--- config.mk ---
export PLATFORM = sky130hd
export DESIGN_NAME = fifo_joiner2_flat
export DESIGN_NICKNAME = d
export VERILOG_FILES = /design/src/rtl/fifo_joiner2_if.sv /design/src/rtl/fifo_joiner2.sv /design/src/flat_wrapper.sv
export SDC_FILE = /design/constraint.sdc
export NUM_CORES = 1
export LEC_CHECK = 0
export BUFFER_PORTS_ARGS = -buffer_cell sky130_fd_sc_hd__buf_2
export CAP_MARGIN = 20
export CELL_PAD_IN_SITES_DETAIL_PLACEMENT = 0
export CELL_PAD_IN_SITES_GLOBAL_PLACEMENT = 1
export CORE_MARGIN = 4
export CORE_UTILIZATION = 47
export DETAILED_ROUTE_END_ITERATION = 8
export HOLD_SLACK_MARGIN = 0.03
export PLACE_DENSITY = 0.86
export RECOVER_POWER = 25
export SETUP_SLACK_MARGIN = 0.4
export SLEW_MARGIN = 20
export SYNTH_ARGS = -nofsm -noshare
export SYNTH_HDL_FRONTEND = slang
export SYNTH_SLANG_ARGS = --single-unit
--- constraint.sdc ---
create_clock -name clk -period 3.2 [get_ports clk]
set_input_delay 0.64 -clock clk [delete_from_list [all_inputs] [get_ports clk]]
set_output_delay 0.64 -clock clk [all_outputs]
set_load 0.03 [all_outputs]
--- src/rtl/fifo_joiner2_if.sv ---
// fifo_joiner2_if: handshake bundle for the two-input stream join.
//   data_in1 / data_in1_valid / data_in1_ready : stream 1 (producer -> joiner)
//   data_in2 / data_in2_valid / data_in2_ready : stream 2 (producer -> joiner)
//   data_out / data_out_valid / data_out_ready : joined stream (joiner -> consumer)
// master: the environment (drives inputs, consumes the joined word)
// slave : the joiner itself
interface fifo_joiner2_if #(
  parameter int unsigned DATA1_WIDTH = 32,
  parameter int unsigned DATA2_WIDTH = 32
);
  logic [DATA1_WIDTH-1:0]             data_in1;
  logic                               data_in1_valid;
  logic                               data_in1_ready;
  logic [DATA2_WIDTH-1:0]             data_in2;
  logic                               data_in2_valid;
  logic                               data_in2_ready;
  logic [DATA1_WIDTH+DATA2_WIDTH-1:0] data_out;
  logic                               data_out_valid;
  logic                               data_out_ready;

  modport master (
    output data_in1, data_in1_valid, data_in2, data_in2_valid, data_out_ready,
    input  data_in1_ready, data_in2_ready, data_out, data_out_valid
  );

  modport slave (
    input  data_in1, data_in1_valid, data_in2, data_in2_valid, data_out_ready,
    output data_in1_ready, data_in2_ready, data_out, data_out_valid
  );
endinterface

--- src/rtl/fifo_joiner2.sv ---
// fifo_joiner2: joins two independent valid/ready streams into one word.
// Each input owns a 2-entry FIFO, so either side may run up to two words
// ahead of the other. When both FIFOs hold a word and the output register
// is free (or being drained this cycle), the heads are paired into
// data_out = {stream1, stream2} and both FIFOs pop.
// Ports:
//   clk : rising-edge clock
//   rst : asynchronous, active-high reset
//   bus : fifo_joiner2_if.slave (both input streams plus the joined output)
module fifo_joiner2 #(
  parameter int unsigned DATA1_WIDTH = 32,
  parameter int unsigned DATA2_WIDTH = 32
) (
  input  logic           clk,
  input  logic           rst,
  fifo_joiner2_if.slave  bus
);

  logic [DATA1_WIDTH-1:0]             buf1 [2];
  logic [DATA2_WIDTH-1:0]             buf2 [2];
  logic                               head1, tail1, head2, tail2;
  logic [1:0]                         count1, count2;
  logic                               out_valid;
  logic [DATA1_WIDTH+DATA2_WIDTH-1:0] out_data;

  logic ready1, ready2, push1, push2, fire;

  // Readiness depends only on state (and rst), never on the input valids.
  always_comb begin
    ready1 = !rst && (count1 != 2'd2);
    ready2 = !rst && (count2 != 2'd2);
    push1  = bus.data_in1_valid && ready1;
    push2  = bus.data_in2_valid && ready2;
    fire   = (count1 != 2'd0) && (count2 != 2'd0) &&
             (!out_valid || bus.data_out_ready);
  end

  assign bus.data_in1_ready = ready1;
  assign bus.data_in2_ready = ready2;
  assign bus.data_out       = out_data;
  assign bus.data_out_valid = out_valid;

  // Payload storage needs no reset: a slot is only read after it is written.
  always_ff @(posedge clk) begin
    if (push1) buf1[tail1] <= bus.data_in1;
    if (push2) buf2[tail2] <= bus.data_in2;
  end

  always_ff @(posedge clk or posedge rst) begin
    if (rst) begin
      head1     <= 1'b0;
      tail1     <= 1'b0;
      head2     <= 1'b0;
      tail2     <= 1'b0;
      count1    <= '0;
      count2    <= '0;
      out_valid <= 1'b0;
      out_data  <= '0;
    end else begin
      if (push1) tail1 <= ~tail1;
      if (push2) tail2 <= ~tail2;
      if (fire) begin
        head1 <= ~head1;
        head2 <= ~head2;
      end
      // Simultaneous push and pop leaves the count unchanged; the pop reads
      // the old head, which differs from the slot being written.
      count1 <= count1 + {1'b0, push1} - {1'b0, fire};
      count2 <= count2 + {1'b0, push2} - {1'b0, fire};
      if (fire) begin
        out_data  <= {buf1[head1], buf2[head2]};
        out_valid <= 1'b1;
      end else if (out_valid && bus.data_out_ready) begin
        out_valid <= 1'b0;
      end
    end
  end

endmodule

--- src/flat_wrapper.sv ---
// flat-port wrapper written by rule: the top's interface ports become plain ports
module fifo_joiner2_flat 
#(
  parameter int unsigned DATA1_WIDTH = 32,
  parameter int unsigned DATA2_WIDTH = 32
)
  (clk, rst, bus_data_in1, bus_data_in1_valid, bus_data_in2, bus_data_in2_valid, bus_data_out_ready, bus_data_in1_ready, bus_data_in2_ready, bus_data_out, bus_data_out_valid);
  fifo_joiner2_if #(.DATA1_WIDTH(DATA1_WIDTH), .DATA2_WIDTH(DATA2_WIDTH)) bus_i ();
  input  logic clk;
  input  logic rst;
  input wire logic [$bits(bus_i.data_in1)-1:0] bus_data_in1;
  input wire logic [$bits(bus_i.data_in1_valid)-1:0] bus_data_in1_valid;
  input wire logic [$bits(bus_i.data_in2)-1:0] bus_data_in2;
  input wire logic [$bits(bus_i.data_in2_valid)-1:0] bus_data_in2_valid;
  input wire logic [$bits(bus_i.data_out_ready)-1:0] bus_data_out_ready;
  output wire logic [$bits(bus_i.data_in1_ready)-1:0] bus_data_in1_ready;
  output wire logic [$bits(bus_i.data_in2_ready)-1:0] bus_data_in2_ready;
  output wire logic [$bits(bus_i.data_out)-1:0] bus_data_out;
  output wire logic [$bits(bus_i.data_out_valid)-1:0] bus_data_out_valid;
  assign bus_i.data_in1 = bus_data_in1;
  assign bus_i.data_in1_valid = bus_data_in1_valid;
  assign bus_i.data_in2 = bus_data_in2;
  assign bus_i.data_in2_valid = bus_data_in2_valid;
  assign bus_i.data_out_ready = bus_data_out_ready;
  assign bus_data_in1_ready = bus_i.data_in1_ready;
  assign bus_data_in2_ready = bus_i.data_in2_ready;
  assign bus_data_out = bus_i.data_out;
  assign bus_data_out_valid = bus_i.data_out_valid;
  fifo_joiner2 #(.DATA1_WIDTH(DATA1_WIDTH), .DATA2_WIDTH(DATA2_WIDTH)) u_core (.clk(clk), .rst(rst), .bus(bus_i));
endmodule
After elaboration in Yosys (flattened, before gate mapping). Memory sizes are Yosys's and may differ from the RTL's. A register that Yosys moved wholly into a read port is not among the register bits. Cells that the tools add are included. Widths: inputs -> output; s select.

Muxes and demuxes: 6. Reductions and logical operators: 13. $add $sub $neg: 4. Equality and inequality tests: 2. Bitwise gates (word level): 4.

Operators with widths (count): $logic_and 1x1->1 (7); $mux 1 (6); $reduce_bool 2->1 (3); $add 2x1->2 (2); $ne 2x2->1 const B (2); $not 1->1 (4); $sub 2x1->2 (2); $logic_not 1->1 (2); $logic_or 1x1->1 (1).

Memories kept: 2. Logic and storage cells: 38. Output and inout bits: 67. Flip-flop bits (word level): 9. Memory bits (writable): 128.

Memory list: u_core.buf1 (depth 2, width 32, read ports 1, clocked after memory_dff 1, wr ports 1, line fifo_joiner2.sv:19) `logic [DATA1_WIDTH-1:0] buf1 [2];`; u_core.buf2 (depth 2, width 32, read ports 1, clocked after memory_dff 1, wr ports 1, line fifo_joiner2.sv:20) `logic [DATA2_WIDTH-1:0] buf2 [2];`.

Longest topological paths before layout. Gate-level depths: netlist (run 1).

Depth in word-level cells: 5. Gate-level depth with buffers: 9.

Least setup slack after synthesis (run 1). OpenSTA, ideal clock, no wires.

Path kind: input-to-reg. From: input rst. To: memory u_core.buf1[0][0] (enable). Data arrival time: 4.074 ns. Stages: 3. Data required time: 2.779 ns. Path buffers: 0. Setup slack: -1.295 ns. Path through: inv_1 -> o211ai_1 -> nor2_1.

Word-level cells in the longest chain between the ends: 5.

Ends and longest elaborated chain: start: declaration (line flat_wrapper.sv:10) `input logic rst;`; $logic_not 1->1 (line fifo_joiner2.sv:30) `ready1 = !rst && (count1 != 2'd2);`; $logic_and 1x1->1 (line fifo_joiner2.sv:30); $logic_and 1x1->1 (line fifo_joiner2.sv:32) `push1 = bus.data_in1_valid && ready1;`; $mux 1 (line fifo_joiner2.sv:45) `if (push1) buf1[tail1] <= bus.data_in1;`; $mux 1 (not written as such) (line fifo_joiner2.sv:45); end: declaration (line fifo_joiner2.sv:19).

No other way between the ends.

Worst setup path after layout (run 1).
From: register u_core.count2[1]. To: output bus_data_in2_ready.

Word-level cells in the longest chain between the ends: 2.

Ends and longest elaborated chain: start: declaration (line fifo_joiner2.sv:22) `logic [1:0] count1, count2;`; start signal: assignment (line fifo_joiner2.sv:69) `count2 <= count2 + {1'b0, push2} - {1'b0, fire};`; $ne 2x2->1 (line fifo_joiner2.sv:31) `ready2 = !rst && (count2 != 2'd2);`; $logic_and 1x1->1 (line fifo_joiner2.sv:31); end: declaration (line flat_wrapper.sv:17) `output wire logic [$bits(bus_i.data_in2_ready)-1:0] bus_data_in2_ready;`.

No other way between the ends.

==> run summary, run 1 <==
The run finished with clean final reports. The critical path is of the reg -> out type. The first routing iteration left 164 violations. The post-synthesis cell type count is 19. Detailed placement finished with a half-perimeter wire length of 8969 µm.

The maximum number of pins on one net before global-route repair is 41, and the number of max-cap violations is 0. The cell area after synthesis was 0.007587 mm². The terminus of the critical flop-to-flop path is u_core.bus.data_out[57].

For this run, the post-layout net count is 603. By area the synthesized netlist is led by sky130_fd_sc_hd__edfxtp_1 51%, sky130_fd_sc_hd__dfrtp_1 24%, sky130_fd_sc_hd__mux2_2 15%. The total non-filler cell area in the finished layout was 0.009085 mm².

At the end of routability-driven placement, the weighted congestion stood at 0.7152. Die height: 135.1 µm. The delay of the slowest critical-path stage is 0.43 ns, and the number of buffers created by CTS is 21. TritonCTS built the clock tree. The die is 135.1 µm wide.

Excluding fillers, the count of instances in the completed layout stands at 760. The tools report the final-layout fill cell count as 1211. The tools report the DRC violation count after routing as 0.

The clock tree buffer depth is 3. Highest-delay cell along the critical path: sky130_fd_sc_hd__dfrtp_1. The critical path starts at u_core.count2[1]. The via count normalized by instance count is 4.928, and the layout-stage area growth over the synthesis result is 19.74%. Across all hold checks on the routed design, the worst slack comes to 0.09208 ns. For this run, the number of Yosys warnings is 0. For this block, the routed nets add up to 13650 µm of wire. The cell area after placement is 0.008492 mm², and the worst-case register-to-register setup slack is 1.42 ns. The fraction of layout cells with a size suffix above 1 came out at 0.4954. Start of the worst register-to-register path: u_core.count2[1].

The first global-routing pass estimated 21970 µm of wire. The worst setup path is captured at an output port. For this design, the CTS-stage hold fixing added 0 buffers. Timing endpoint of the critical path: bus_data_in2_ready. Counting flops and latches in the post-synthesis netlist gives 201.

The number of setup violations in the final report was 0. In this run the post-CTS setup repair buffer count came out at 0. For the max-slew violation count, the log shows 0. Number of cells produced by synthesis: 378. The global-route usage over all layers is 0.1510, and the H-tree level count is 1.

For the pin with the worst max-slew slack, the measured transition is 0.8024 ns. The total area inside the core boundary comes to 0.01583 mm². The logs give 0 for the number of gates given a new drive strength after cts and 3.550 nW for the leakage power summed over all cells. The routed design could run at a clock period as short as 1.982 ns.

The tools report the startpoint type of the worst setup path as a flip-flop. Buffers placed on the I/O ports in this run total 135. Post-CTS clock slew at the launch and capture registers of the worst setup and hold paths: 0.07 ns.

The floorplan has 46 rows. The remaining antenna violation count after routing is 0. Setup repair after global routing left no endpoint under its margin. Once placement completed, the tool counted placed cells totaling 723. For the final core utilization, the log shows 0.5740.

For this block, the via count after detailed routing is 3745. For the worst setup path, the data arrival time is 1.34 ns. The tools report the latest clock arrival within the worst-skew pair as 0.48 ns.

For the total count of hold-check failures in the final report, the log shows 0. The share of the synthesized area in the top cell type is 0.5066, and the residual overflow from global routing is 0. The tools report the worst max-slew margin expressed relative to the limit as 0.4651.

Cell area power density: 1062 mW/mm². The first detailed-routing pass ran for 4 iterations. The mean post-synth cell area works out to 20.07 µm². The critical-path maximum fanout came out at 4.

Data on the critical path is required at its endpoint by 2.56 ns. The mean routed wirelength per cell works out to 17.96 µm. The sequential area share after synthesis was 0.7474. The number of antenna violations at the first check in global routing is 0. The worst hold path belongs to the class in -> async.

Final clock period utilization by the worst path: 0.6194. The library cell used most frequently in the layout, excluding fill and tap cells, is sky130_fd_sc_hd__edfxtp_1. The tree built by TritonCTS fans out to 201 sinks.

The worst register-to-register path has a depth of 4. Leaving out fill and tap cells, the most frequent cells in the layout are 128 x sky130_fd_sc_hd__edfxtp_1, 101 x sky130_fd_sc_hd__mux2_2, 93 x sky130_fd_sc_hd__buf_2, 73 x sky130_fd_sc_hd__dfrtp_1, 46 x sky130_fd_sc_hd__clkbuf_1. The tools report the effective utilization at floorplan as 0.4794. Timing would allow up to 0.5045 GHz. Pin placement for this block handled 136 I/O pins. The clock skew after layout is 0.02514 ns, and the worst vdd rail ir drop is 610.7 µV.

For the number of nets in the synthesized netlist, the log shows 451. In this run the clock root is driven by a sky130_fd_sc_hd__clkbuf_16. For the number of global-route vias before repair, the log shows 4190. The critical path goes through a21oi_1, buf_2. The cell accounting for the most synthesized area was sky130_fd_sc_hd__edfxtp_1.

In the final timing run, aggregate negative setup slack is 0 ns. The die covers 0.01824 mm².
[worst max-delay path, delay by kind of cell (launching register included)]
kind / cells / cell delay (ns)
flip-flops: 1 / 0.43
AO/OA/AOI/OAI: 1 / 0.20
buffers and inverters: 1 / 0.23
[sequential cells by signal, summed over array words and instances, names as in the netlist]
register and flops:
u_core.buf2 64, u_core.tail1 1, u_core.head2 1, u_core.count2 2
u_core.tail2 1, u_core.bus.data_out 64, u_core.head1 1, u_core.count1 2
u_core.bus.data_out_valid 1, u_core.buf1 64
[report_power, final]
group	leakage, nW	switching (mW)	internal (mW)	total, mW
registers	2.02	0.357	3.51	3.86
logic	1.21	1.97	1.56	3.53
clock network	0.319	0.921	1.34	2.26
total	3.55	3.25	6.40	9.65
[cell type report]
| class | count | area (µm²) | area share |
|---|---|---|---|
| clock inverters | 9 | 77.57 | 0.008539 |
| repair buffers | 144 | 690.7 | 0.07602 |
| inverters | 11 | 42.54 | 0.004683 |
| clock buffers | 27 | 568.0 | 0.06253 |
| multi-input cells | 151 | 1763 | 0.1941 |
| well taps | 216 | 270.3 | 0.02975 |
| diodes | 1 | 2.502 | 0.0002754 |
| flip-flops and latches | 201 | 5670 | 0.6242 |
[cells in the mapped netlist]
master                     instances
sky130_fd_sc_hd__edfxtp_1        128
sky130_fd_sc_hd__buf_12            3
sky130_fd_sc_hd__and3_1            2
sky130_fd_sc_hd__nor2_1            2
sky130_fd_sc_hd__mux2_2          101
sky130_fd_sc_hd__xor2_1            2
sky130_fd_sc_hd__o211ai_1          2
sky130_fd_sc_hd__xnor2_1           6
sky130_fd_sc_hd__buf_4             3
sky130_fd_sc_hd__mux2_4           27
sky130_fd_sc_hd__dfrtp_1          73
sky130_fd_sc_hd__a21oi_4           1
sky130_fd_sc_hd__o21ai_0           1
sky130_fd_sc_hd__buf_6             1
sky130_fd_sc_hd__inv_1            11
sky130_fd_sc_hd__a21oi_1           2
sky130_fd_sc_hd__ha_1              4
sky130_fd_sc_hd__buf_2             8
sky130_fd_sc_hd__o22ai_2           1
[layer usage]
layer | wire (µm) | part of all wire | track usage | up-vias
met5 | 0 | 0 | 0 | -
met4 | 127 | 0.0093 | 0.02744 | 0
met3 | 1081 | 0.079 | 0.04322 | 15
met2 | 6510 | 0.48 | 0.2493 | 131
met1 | 5930 | 0.43 | 0.2041 | 1885
li1 | - | - | - | 1714
[cells by family (layout without fill, tap and decap cells)]
kind of cell	after synthesis	in the layout	share of synthesized area
AO/OA/AOI/OAI	7	7	0.007750
XOR/XNOR	8	8	0.009235
adder cells (fa/ha/maj)	4	4	0.006597
buffers and inverters	26	191	0.02309
flip-flops	201	201	0.7474
multiplexers	128	128	0.2033
other	0	1	0
AND/OR/NAND/NOR	4	4	0.002639
[worst min path at each step]
stage | startpoint | end
after CTS | rst | u_core.count2[1]
after global routing | rst | u_core.count2[1]
after floorplan | u_core.count1[1] | u_core.count1[1]
after global placement | u_core.head2 | u_core.head2
after detailed placement | u_core.head2 | u_core.head2
final | rst | u_core.count2[1]
[per-stage QoR]
stage	setup WS, ns	power (mW)
6_report	1.218	9.652
5_1_grt	1.133	10.16
4_1_cts	1.216	9.809
3_5_place_dp	1.134	7.497
3_3_place_gp	1.158	7.379
2_1_floorplan	0.3407	6.681
(Power assumes the default switching activity.)
==> run 2: changes to the inputs <==
==> constraint.sdc (replaced) <==
create_clock -name clk -period 1.85 [get_ports clk]
set_input_delay 0.37 -clock clk [delete_from_list [all_inputs] [get_ports clk]]
set_output_delay 0.37 -clock clk [all_outputs]
set_load 0.03 [all_outputs]
==> run summary, run 2 (synthesis gave the netlist of run 1 again) <==
Kind of cell adding the most delay to the critical path: flip-flops (unchanged). The critical-path maximum fanout works out to 7 (was 4). The start of the worst register-to-register path is u_core.count2[1] (unchanged). Commonest non-fill, non-tap cells in the layout: 128 x sky130_fd_sc_hd__edfxtp_1, 97 x sky130_fd_sc_hd__mux2_2, 68 x sky130_fd_sc_hd__dfrtp_1, 63 x sky130_fd_sc_hd__buf_2, 44 x sky130_fd_sc_hd__buf_4 (was 128 x sky130_fd_sc_hd__edfxtp_1, 101 x sky130_fd_sc_hd__mux2_2, 93 x sky130_fd_sc_hd__buf_2, 73 x sky130_fd_sc_hd__dfrtp_1, 46 x sky130_fd_sc_hd__clkbuf_1). Die height: 135.1 µm (unchanged). The final-layout fill cell count was 1118 (was 1211). Portion of total power attributed to sequential cells: 0.351 (was 0.400).

The switching power as a share of total power came out at 0.3248 (was 0.3367). The core footprint was 0.01583 mm² (unchanged). The final clock period utilization by the worst path was 0.8972; the TritonCTS sink count was 201 (unchanged). The run gives 0.421 (was 0.366) as the power share of the combinational group. The terminus of the critical flop-to-flop path is u_core.bus.data_out[31] (was u_core.bus.data_out[57]). The DRC violation count after routing is 0 (unchanged).

For the total non-filler cell area in the finished layout, the log shows 0.01011 mm² (was 0.009085 mm²). Setup repair after global routing could not meet its margin everywhere. The depth of the worst register-to-register path is 6 (was 4), and the layout-stage area growth over the synthesis result is 33.23% (was 19.74%). The cell area power density is 1917 mW/mm² (was 1062 mW/mm²). Highest-delay cell along the critical path: sky130_fd_sc_hd__dfrtp_2 (was sky130_fd_sc_hd__dfrtp_1). The tools report the number of optimization iterations in the first detailed-route pass as 6 (was 4). The number of buffers created by CTS was 21 (unchanged). The max-slew violation count is 0 (unchanged). The number of setup violations in the final report is 0 (unchanged).

For the finished layout, the period the worst path requires is 1.660 ns. The worst hold path terminates at u_core.buf1[1][15]. The sort of element at the end of the critical path is a flip-flop (was an output port). The final wirelength is 16060 µm (was 13650 µm). TritonCTS built the clock tree. Area taken by flip-flops and latches: 0.005677 mm² (was 0.005670 mm²). Worst hold slack after final layout: 0.07729 ns (was 0.09208 ns). Classification of the worst-slack hold path: in -> reg (was in -> async). The run gives 0.009804 ns (was 0.02514 ns) as the clock skew after layout. The logs give 2.01 ns (was 1.34 ns) for the arrival time at the worst endpoint and 0.48 ns (about the same) for the latest clock arrival within the worst-skew pair. The number of stages on the worst hold path works out to 1. The worst-case register-to-register setup slack was 0.19 ns (was 1.42 ns); the residual overflow from global routing was 0 (unchanged).

The mean routed wirelength per cell is 20.00 µm (was 17.96 µm), and the clock tree buffer depth is 3 (unchanged). The number of buffers and inverters on the critical path is 3 (was 1). The logs give 46 (unchanged) for the number of core rows and 203 (was 164) for the DRC violation total after the first TritonRoute iteration.

The total count of hold-check failures in the final report is 0 (unchanged), and the effective utilization at floorplan is 0.4794 (unchanged). The flow ran to the end, and the final reports show no timing, DRC or antenna violations. The routability congestion estimate from global placement is 0.7590 (was 0.7152), and the x dimension of the die is 135.1 µm (unchanged). The final cell count without fillers was 803 (was 760); the required time at the worst-slack endpoint was 2.20 ns (was 2.56 ns). For the total placed cells including tap cells, the log shows 729 (was 723).

The global-route wire length before repair is 23350 µm (was 21970 µm), and the number of antenna violations at the first check in global routing is 1 (was 0). The sum of negative setup slack was 0 ns (unchanged). Startpoint type of the worst setup path: a flip-flop (unchanged).

The fraction of layout cells with a size suffix above 1 is 0.5741 (was 0.4954), and the internal power consumption is 13.08 mW (was 6.402 mW). The net switching power figure came out at 6.294 mW (was 3.250 mW). The final layout net count was 646 (was 603). For the highest attainable clock frequency, the log shows 0.6025 GHz.

The slack of the critical path was 0.1901 ns (was 1.218 ns). The maximum number of pins on one net before global-route repair is 41 (unchanged). The logs give 0.228 (was 0.234) for the portion of total power attributed to the clock network and 0 (unchanged) for the number of max-cap violations. The cell area after placement is 0.008620 mm² (was 0.008492 mm²). The count of antenna diodes in the layout was 0 (was 1). Most common cell after layout, fill and taps aside: sky130_fd_sc_hd__edfxtp_1 (unchanged). Area of the multi-input gates: 0.001869 mm² (was 0.001763 mm²). The H-tree level count was 1 (unchanged). Total number of vias: 4011 (was 3745). The run gives 3.996 nW (was 3.550 nW) as the leakage power summed over all cells.

The I/O pin total was 136 (unchanged); the total of buffers placed on input and output ports was 135 (unchanged). The clock root buffer master is sky130_fd_sc_hd__clkbuf_16 (unchanged). The actual transition at the worst max-transition pin was 0.5641 ns (was 0.8024 ns); the global-route usage over all layers was 0.1623 (was 0.1510). The worst vdd rail ir drop is 1162 µV (was 610.7 µV).

Worst max-slew margin expressed relative to the limit: 0.6240 (was 0.4651). The remaining antenna violation count after routing came out at 0 (unchanged). The delay of the slowest critical-path stage is 0.44 ns (was 0.43 ns), and the number of global-route vias before repair is 4397 (was 4190). The area enclosed by the die boundary is 0.01824 mm² (unchanged), and the worst setup timing slack at the placement stage is 0.1688 ns (was 1.134 ns). The tools report the start point of the worst hold path as bus_data_in1[15]. The run gives 9272 µm (was 8969 µm) as the estimated wirelength of the detail-placed design. Worst setup path category: reg -> reg (was reg -> out). CP cell instances: o22ai_4, a21oi_4, buf_12, buf_6, buf_16, mux2_4 (was a21oi_1, buf_2). Via count normalized by instance count: 4.995 (was 4.928). The post-CTS clock slew at the launch and capture registers of the worst setup and hold paths works out to 0.06 ns (was 0.07 ns).
==> run 2: cell types whose count changed in the layout (fill, tap and decap cells not counted), sizes merged <==
cell,delta
inv,-1
buf,+43
clkinvlp,-1
bufinv,+3
clkbuf,-1
dlygate4sd3,+1
diode,-1
==> run 2: layout make-up <==
| type | instances | share of cell area |
|---|---|---|
| multi-input combinational | 151 | 0.1849 |
| clock inverter | 10 | 0.01461 |
| inverter | 11 | 0.004951 |
| timing repair buffer | 187 | 0.1490 |
| clock buffer | 27 | 0.05818 |
| tap | 216 | 0.02674 |
| sequential | 201 | 0.5616 |
==> run 2: through the flow <==
stage / util / power (mW)
2_1_floorplan: - / 11.58
3_3_place_gp: 0.5446 / 13.01
3_5_place_dp: 0.5446 / 13.21
4_1_cts: 0.6111 / 18.58
5_1_grt: 0.6387 / 20.25
6_report: 0.6387 / 19.38
==> run 2: power by group through the flow <==
stage               Clock (mW)  Sequential [mW]  Combinational, mW
floorplan                    0             8.09               3.49
global placement             0             6.72               6.29
detailed placement           0             6.78               6.43
CTS                       4.51             6.75               7.31
global route              4.71             6.92               8.62
finish                    4.41             6.80               8.16
==> run 2: worst max path at each step <==
| stage | slack [ns] | to | start | cells after the start |
|---|---|---|---|---|
| 6_report | 0.19 | u_core.bus.data_out[31] | u_core.count2[1] | 6 |
| 5_1_grt | 0.14 | u_core.bus.data_out[11] | u_core.count2[1] | 6 |
| 4_1_cts | 0.17 | bus_data_in1_ready | u_core.count1[0] | 3 |
| 3_5_place_dp | 0.17 | u_core.bus.data_out[43] | u_core.count2[1] | 4 |
| 3_3_place_gp | 0.25 | u_core.bus.data_out[52] | u_core.count2[1] | 4 |
| 2_1_floorplan | -0.74 | u_core.count1[1] | rst | 6 |
==> run 2: what timing repair did <==
action                     in CTS  in global routing
gates resized for setup        39                 81
cloned                          3                  9
hold buffers                    1                  0
hold endpoints to repair        1                  0
setup endpoints to repair     112                229
setup buffers                  11                 13
pin swaps                       5                  9
==> run 2: routing by layer <==
metal / part of all wire / wire (µm) / track usage
met2: 0.52 / 8348 / 0.2815
met5: 0.00044 / 7 / 0
met3: 0.059 / 951 / 0.04694
met1: 0.41 / 6524 / 0.2045
met4: 0.014 / 229 / 0.03471
